## config.mk

```make
export PLATFORM = sky130hd
export DESIGN_NAME = freq_meter
export DESIGN_NICKNAME = d
export VERILOG_FILES = /design/src/rtl/freq_meter_pkg.sv /design/src/rtl/freq_meter_edge_sync.sv /design/src/rtl/freq_meter.sv
export SDC_FILE = /design/constraint.sdc
export NUM_CORES = 1
export LEC_CHECK = 0
export CAP_MARGIN = 20
export CORE_MARGIN = 10
export CORE_UTILIZATION = 55
export CTS_BUF_LIST = sky130_fd_sc_hd__clkbuf_8 sky130_fd_sc_hd__clkbuf_16
export CTS_CLUSTER_DIAMETER = 100
export DETAILED_ROUTE_END_ITERATION = 8
export DONT_BUFFER_PORTS = 1
export GPL_TIMING_DRIVEN = 0
export PLACE_DENSITY_LB_ADDON = 0.1
export SYNTH_ARGS = -nofsm -noshare
export SYNTH_HDL_FRONTEND = slang
export SYNTH_SLANG_ARGS = --single-unit
```

## constraint.sdc

```tcl
create_clock -name clk12Mhz -period 6.8 [get_ports clk12Mhz]
set_input_delay 1.02 -clock clk12Mhz [delete_from_list [all_inputs] [get_ports clk12Mhz]]
set_output_delay 1.02 -clock clk12Mhz [all_outputs]
set_load 0.01 [all_outputs]
```

## src/rtl/freq_meter_pkg.sv

```systemverilog
// Shared types and constants for the frequency meter: FSM states and counter widths.
package freq_meter_pkg;
  typedef enum logic [1:0] {IDLE, GATE, LATCH} state_e;

  localparam int GATE_W        = 32;
  localparam int DEFAULT_CNT_W = 24;
endpackage

```

## src/rtl/freq_meter_edge_sync.sv

```systemverilog
// Two-flop synchronizer followed by a registered rising-edge detector.
// Also intended for the push-button inputs.
module edge_sync (
  input  logic clk,
  input  logic rst,
  input  logic async_in,
  output logic rise_pulse
);
  logic sync1_q, sync2_q, prev_q, rise_q;

  // A rise on async_in appears on rise_pulse three clocks later, one cycle wide.
  always_ff @(posedge clk or posedge rst) begin
    if (rst) begin
      sync1_q <= 1'b0;
      sync2_q <= 1'b0;
      prev_q  <= 1'b0;
      rise_q  <= 1'b0;
    end else begin
      sync1_q <= async_in;
      sync2_q <= sync1_q;
      prev_q  <= sync2_q;
      rise_q  <= sync2_q & ~prev_q;
    end
  end

  assign rise_pulse = rise_q;
endmodule

```

## src/rtl/freq_meter.sv

```systemverilog
// Gated edge counter: counts sig_in rising edges over GATE_CYCLES clocks and reports the total.
// Define FREQ_AUTO_RUN_EN for continuous back-to-back measurements (start is then ignored).
module freq_meter
  import freq_meter_pkg::*;
#(
  parameter int unsigned GATE_CYCLES = 12_000_000,
  parameter int          CNT_W       = DEFAULT_CNT_W
) (
  input  logic             clk12Mhz,
  input  logic             rst,
  input  logic             sig_in,
  input  logic             start,
  output logic             busy,
  output logic [CNT_W-1:0] freq_out,
  output logic             valid,
  output logic             ovf
);
  localparam logic [CNT_W-1:0]  CNT_MAX   = '1;
  localparam logic [GATE_W-1:0] GATE_LAST = GATE_W'(GATE_CYCLES - 1);

  logic edge_pulse;
  logic go;

  state_e            state_q;
  logic [GATE_W-1:0] gate_cnt_q;
  logic [CNT_W-1:0]  edge_cnt_q, edge_cnt_d, freq_q;
  logic              ovf_acc_q, ovf_acc_d;
  logic              busy_q, valid_q, ovf_q;
  logic              gate_last;

  edge_sync u_edge_sync (
    .clk       (clk12Mhz),
    .rst       (rst),
    .async_in  (sig_in),
    .rise_pulse(edge_pulse)
  );

`ifdef FREQ_AUTO_RUN_EN
  logic unused_start;
  assign unused_start = start;
  assign go           = 1'b1;
`else
  assign go           = start;
`endif

  assign gate_last = (gate_cnt_q == GATE_LAST);

  // Saturating count: an edge arriving at full scale is dropped and flagged instead of wrapping.
  always_comb begin
    edge_cnt_d = edge_cnt_q;
    ovf_acc_d  = ovf_acc_q;
    if (edge_pulse) begin
      if (edge_cnt_q == CNT_MAX) ovf_acc_d = 1'b1;
      else                       edge_cnt_d = edge_cnt_q + 1'b1;
    end
  end

  always_ff @(posedge clk12Mhz or posedge rst) begin
    if (rst) begin
      state_q    <= IDLE;
      gate_cnt_q <= '0;
      edge_cnt_q <= '0;
      ovf_acc_q  <= 1'b0;
      freq_q     <= '0;
      ovf_q      <= 1'b0;
      busy_q     <= 1'b0;
      valid_q    <= 1'b0;
    end else begin
      valid_q <= 1'b0;
      case (state_q)
        IDLE: begin
          if (go) begin
            state_q    <= GATE;
            gate_cnt_q <= '0;
            edge_cnt_q <= '0;
            ovf_acc_q  <= 1'b0;
            busy_q     <= 1'b1;
          end
        end
        GATE: begin
          gate_cnt_q <= gate_cnt_q + 1'b1;
          edge_cnt_q <= edge_cnt_d;
          ovf_acc_q  <= ovf_acc_d;
          // Results load from the _d values so a pulse on the final gate cycle is included.
          if (gate_last) begin
            state_q <= LATCH;
            freq_q  <= edge_cnt_d;
            ovf_q   <= ovf_acc_d;
            valid_q <= 1'b1;
            busy_q  <= 1'b0;
          end
        end
        LATCH: begin
`ifdef FREQ_AUTO_RUN_EN
          state_q    <= GATE;
          gate_cnt_q <= '0;
          edge_cnt_q <= '0;
          ovf_acc_q  <= 1'b0;
          busy_q     <= 1'b1;
`else
          state_q <= IDLE;
`endif
        end
        default: state_q <= IDLE;
      endcase
    end
  end

  assign busy     = busy_q;
  assign freq_out = freq_q;
  assign valid    = valid_q;
  assign ovf      = ovf_q;
endmodule

```

# Yosys cells after proc, flatten, opt, wreduce, memory -nomap -nowiden
# Cells that the tools add are included.
[classes] add_sub_neg=2 n_eq_ne=5 mux=18 bitwise_logic=2 n_reduce_logical=6
[ops] operator="two-way mux 24 bit" n=3
[ops] operator="case mux 32 bit (2 select lines)" n=1
[ops] operator="case mux 24 bit (2 select lines)" n=1
[ops] operator="adder 32 x 1 -> 32 bit, second input constant" n=1
[ops] operator="equality test 32 x 24 -> 1 bit, second input constant" n=1
[ops] operator="two-way mux 32 bit" n=1
[ops] operator="adder 24 x 1 -> 24 bit, second input constant" n=1
[ops] operator="equality test 24 bit, second input constant" n=1
[ops] operator="two-way mux 1 bit" n=7
[ops] operator="AND reduction 2 bit" n=3
[ops] operator="two-way mux 2 bit" n=2
[ops] operator="!= test 2 bit, second input constant" n=2
[ops] operator="case mux 1 bit (2 select lines)" n=2
[ops] operator="case mux 2 bit (2 select lines)" n=1
[ops] operator="AND reduction 3 bit" n=1
[ops] operator="equality test 2 x 1 -> 1 bit, second input constant" n=1
[ops] operator="zero test 2 bit" n=1
[ops] operator="nonzero test 2 bit" n=1
[ops] operator="AND 1 bit" n=1
[ops] operator="inverter 1 bit" n=1
[totals] ff_bits=90 input_bits=4 out_inout_bits=27 elab_cells=45

# Logic depth before layout (Yosys ltp)
[depth] depth_word=4 depth_mapped=8 mapped_depth_nobuf=6

# Hierarchy
# Synthesis repeated with hierarchy kept, for this count alone.
[hier_totals] hier_cells=499 hier_area_um2=4653.2
[modules_own_cells] mod="freq_meter" instances=1 cells_each=493 area_per_inst_um2=4535.6
[modules_own_cells] mod="edge_sync" instances=1 cells_each=6 area_per_inst_um2=117.6

# Least setup slack after synthesis
# Ideal clock, no wire load.
[synth_timing] kind="register to register" startpoint="reg gate_cnt_q[29]" endpoint="reg freq_q[1], in the netlist freq_out[1]" setup_time_ns=0.125 arrival_time_ns=1.989 required_time_ns=6.675 setup_slack_ns=4.687 path_stages_with_launch=7 path_buffers=2 cell_sequence="dfrtp_1 or4_1 nor4_1 nor4bb_1 buf_2 buf_2 mux2_2"
[synth_via] elab_chain_len=2
[synth_lines] item="from (decl)" line="freq_meter.sv:25" rtl="logic [GATE_W-1:0] gate_cnt_q;"
[synth_lines] item="from (signal assigned)" line="freq_meter.sv:81" rtl="gate_cnt_q <= gate_cnt_q + 1'b1;"
[synth_lines] item="equality test 32 x 24 -> 1 bit" line="freq_meter.sv:46" rtl="assign gate_last = (gate_cnt_q == GATE_LAST);"
[synth_lines] item="AND reduction 2 bit (no source line)"
[synth_lines] item="to (signal assigned)" line="freq_meter.sv:87" rtl="freq_q <= edge_cnt_d;"
[synth_lines] item="to (decl)" line="freq_meter.sv:26" rtl="logic [CNT_W-1:0] edge_cnt_q, edge_cnt_d, freq_q;"
# Every way passes these cells.
# A chain may end at the register's enable or synchronous reset.

# Final worst setup path
[layout_timing] startpoint="reg gate_cnt_q[25]" endpoint="reg freq_q[3], in the netlist freq_out[3]"
# The elaborated chain is that of the path after synthesis.

==> impl_metrics.tcl <==
set metrics [dict create \
    outcome "finished, final reports clean" \
    wl_per_cell_um 19.4 \
    yosysUniqueCellTypes 59 \
    rsz0062_at_grt "false" \
    hpwl_um 8690 \
    die_h_um 113 \
    synth.net_count 522 \
    clkSinkCount 90 \
    p_per_area_mw_per_mm2 226 \
    setup_viol 0 \
    fmax_ghz 0.366 \
    rr_worst_depth 6 \
    min_path_type "register to register" \
    cts_root_buf "clkbuf_8" \
    gp_congestion 0.889 \
    finalNonFillerCells 642 \
    ys_seq_area_share_pct 47.0 \
    cts_max_level 3 \
    grt_use_total_pct 19.0 \
    grt_pass1_wl_um 20200 \
    yosys_warnings 0 \
    drive_above_1_share_pct 9.93 \
    worst_pin_slew_ns 0.910 \
    drt_first_pass_iters 5 \
    cts_hold_buf 0 \
    seq_power_share_pct 55.4 \
    ir_drop_v 0.000158 \
    fin_nets 535 \
    grt_pass1_vias 3932 \
    end_kind "register" \
    synth_ff_type "dfrtp_1" \
    diodes 0 \
    cp_max_fo 10 \
    start_util_pct 55.8 \
    hp-start "u_edge_sync.sync1_q" \
    insertion_delay_ns 0.37 \
    fillers 742 \
    synth-edff-count 0 \
    regToRegSetupSlack_ns 4.07 \
    min_period_ns 2.73 \
    min_path_cells 0 \
    drc 0 \
    synth_area_leader_cell "dfrtp_1" \
    p_int_mw 0.816 \
    grt-ovfl-total 0 \
    io_pins 31 \
    synthArstFlopShare_pct 100 \
    drt-total-wl_um 12400 \
    clkTransAtPathRegs_ns 0.10 \
    required_ns 7.05 \
    core_area_sq_mm 0.00859 \
    finClkSkew_ns 0.0176 \
    synth.cell_area_sq_mm 0.00479 \
    clk_path_buf_depth 2 \
    vias 4141 \
    die_area_sq_mm 0.0129 \
    worstPathArrival_ns 2.98 \
    yosys-top-cells-area "dfrtp_1 47%, o21ai_0 5.0%, nand2_1 3.5%" \
    worst_slack_ns 4.07 \
    slew_viol_final 0 \
    startpoint_type "register" \
    p_sw_mw 0.352 \
    antenna_found_initial 0 \
    leakagePower_nw 2.11 \
    setup_tns_ns 0 \
    fp-row-count 34 \
    drtIter0Drc 307 \
    r2r_start "gate_cnt_q[25]" \
    postCtsSetupRepairBufs 0 \
    comb_power_share_pct 12.7 \
    cts-resized-gates 0 \
    finalCritPeriodShare_pct 40.2 \
    portBuffers 0 \
    preCtsSetupSlack_ns 4.06 \
    synth_top_area_share_pct 47.0 \
    synthCells 516 \
    synth_seq_cells 90 \
    cts_tree "yes" \
    pwr-share-clk_pct 31.9 \
    rr_endpoint "freq_out[3]" \
    avgSynthCellArea_sq_um 9.29 \
    die_w_um 113 \
    areaGrowthSynthToFinish_pct 7.59 \
    grt_start_max_net_pins 72 \
    ant_nets 0 \
    dp.cells 626 \
    hold_violations 0 \
    slew_headroom_pct 39.2 \
    switching_share_pct 30.1 \
    criticalPathCategory "register to register" \
    hold_path_end "u_edge_sync.sync2_q" \
    avgViaCountPerCell 6.45 \
    cts_buffers 9 \
    cap_violations 0 \
]
==> power by group through the flow <==
stage	Combinational, mW	Clock [mW]	Sequential (mW)
after CTS	0.148	0.376	0.644
final	0.148	0.373	0.647
after global routing	0.166	0.392	0.654
after global placement	0.138	0	0.651
after floorplan	0.119	0	0.639
after detailed placement	0.147	0	0.654
==> Yosys cell counts (all sizes together), types with 3 or more instances <==
| cell type | n |
|---|---|
| mux2 | 10 |
| a21oi | 29 |
| inv | 14 |
| buf | 7 |
| xnor2 | 11 |
| o22ai | 3 |
| or4 | 9 |
| a31oi | 12 |
| nor4b | 5 |
| dfrtp | 90 |
| nand3 | 32 |
| nand4 | 23 |
| or3 | 7 |
| and2 | 3 |
| and4 | 7 |
| xor2 | 6 |
| o21ai | 49 |
| clkbuf | 22 |
| nor2 | 40 |
| nor3 | 12 |
| and3 | 8 |
| nand2b | 4 |
| mux2i | 5 |
| o31ai | 11 |
| nand2 | 45 |
| o211ai | 14 |
| nor4 | 6 |
| a22o | 6 |
==> cells by family after synthesis <==
logic type / after synthesis / share of synthesized area, %
flip-flops: 90 / 47.0
AND/OR/NAND/NOR: 210 / 23.8
adder cells (fa/ha/maj): 2 / 0.522
buffers and inverters: 43 / 3.84
multiplexers: 15 / 3.39
XOR/XNOR: 17 / 3.11
AO/OA/AOI/OAI: 139 / 18.4
==> worst max-delay path: stages (launching register included) <==
cell	delay (ns)
dfrtp_1	0.44
or4b_2	0.71
nor3_1	0.23
nand3_1	0.15
nor2_1	0.59
buf_2	0.38
a21oi_1	0.12
==> routing by layer <==
layer	part of all wire, %	vias up	wire, um	track usage [%]
met5	0	-	0	0
met4	2.2	0	273	7.61
met3	4.9	24	611	3.33
met2	48	117	6020	31.1
met1	45	2056	5540	24.3
li1	-	1944	-	-
==> layout by cell type, fill, tap and decap left out, drive strengths merged, types with 7 or more instances in the layout <==
| cell type | Yosys | final |
|---|---|---|
| a21oi | 29 | 29 |
| a31oi | 12 | 12 |
| and3 | 8 | 8 |
| and4 | 7 | 7 |
| buf | 7 | 9 |
| clkbuf | 22 | 31 |
| dfrtp | 90 | 90 |
| inv | 14 | 17 |
| mux2 | 10 | 10 |
| nand2 | 45 | 45 |
| nand3 | 32 | 32 |
| nand4 | 23 | 23 |
| nor2 | 40 | 40 |
| nor3 | 12 | 12 |
| o211ai | 14 | 14 |
| o21ai | 49 | 49 |
| o31ai | 11 | 11 |
| or3 | 7 | 7 |
| or4 | 9 | 9 |
| xnor2 | 11 | 11 |
==> sequential cells by signal (all words and copies together), names as in the netlist, 2 cells and up <==
| signal | flops |
|---|---|
| state_q | 2 |
| gate_cnt_q | 32 |
| freq_out | 24 |
| edge_cnt_q | 24 |
==> metrics by stage <==
stage          util, %  total power, mW  hold WS, ns  area [sq um]
6_report          60.0             1.17        0.365          5160
5_1_grt           60.0             1.21        0.373          5160
3_5_place_dp      57.8            0.801        0.339          4960
2_1_floorplan        -            0.758        0.331          4790
3_3_place_gp      57.4            0.789        0.336          4930
4_1_cts           60.0             1.17        0.368          5160
==> worst max path at each step <==
stage / start / end
detailed placement: gate_cnt_q[25] / freq_out[13]
global route: gate_cnt_q[25] / freq_out[13]
finish: gate_cnt_q[25] / freq_out[3]
floorplan: rst / busy
CTS: gate_cnt_q[25] / freq_out[13]
global placement: rst / edge_cnt_q[21]
==> layout make-up <==
cell class | count | area (sq um) | share of cell area, %
Multi-Input combinational cell | 383 | 2360 | 45.7
Sequential cell | 90 | 2250 | 43.7
Tap cell | 108 | 135 | 2.62
Buffer | 29 | 131 | 2.55
Clock buffer | 9 | 124 | 2.40
Clock inverter | 7 | 70.1 | 1.36
Inverter | 14 | 55.1 | 1.07
Timing Repair Buffer | 2 | 32.5 | 0.631
Note: power is estimated with default switching activity, not from simulation.
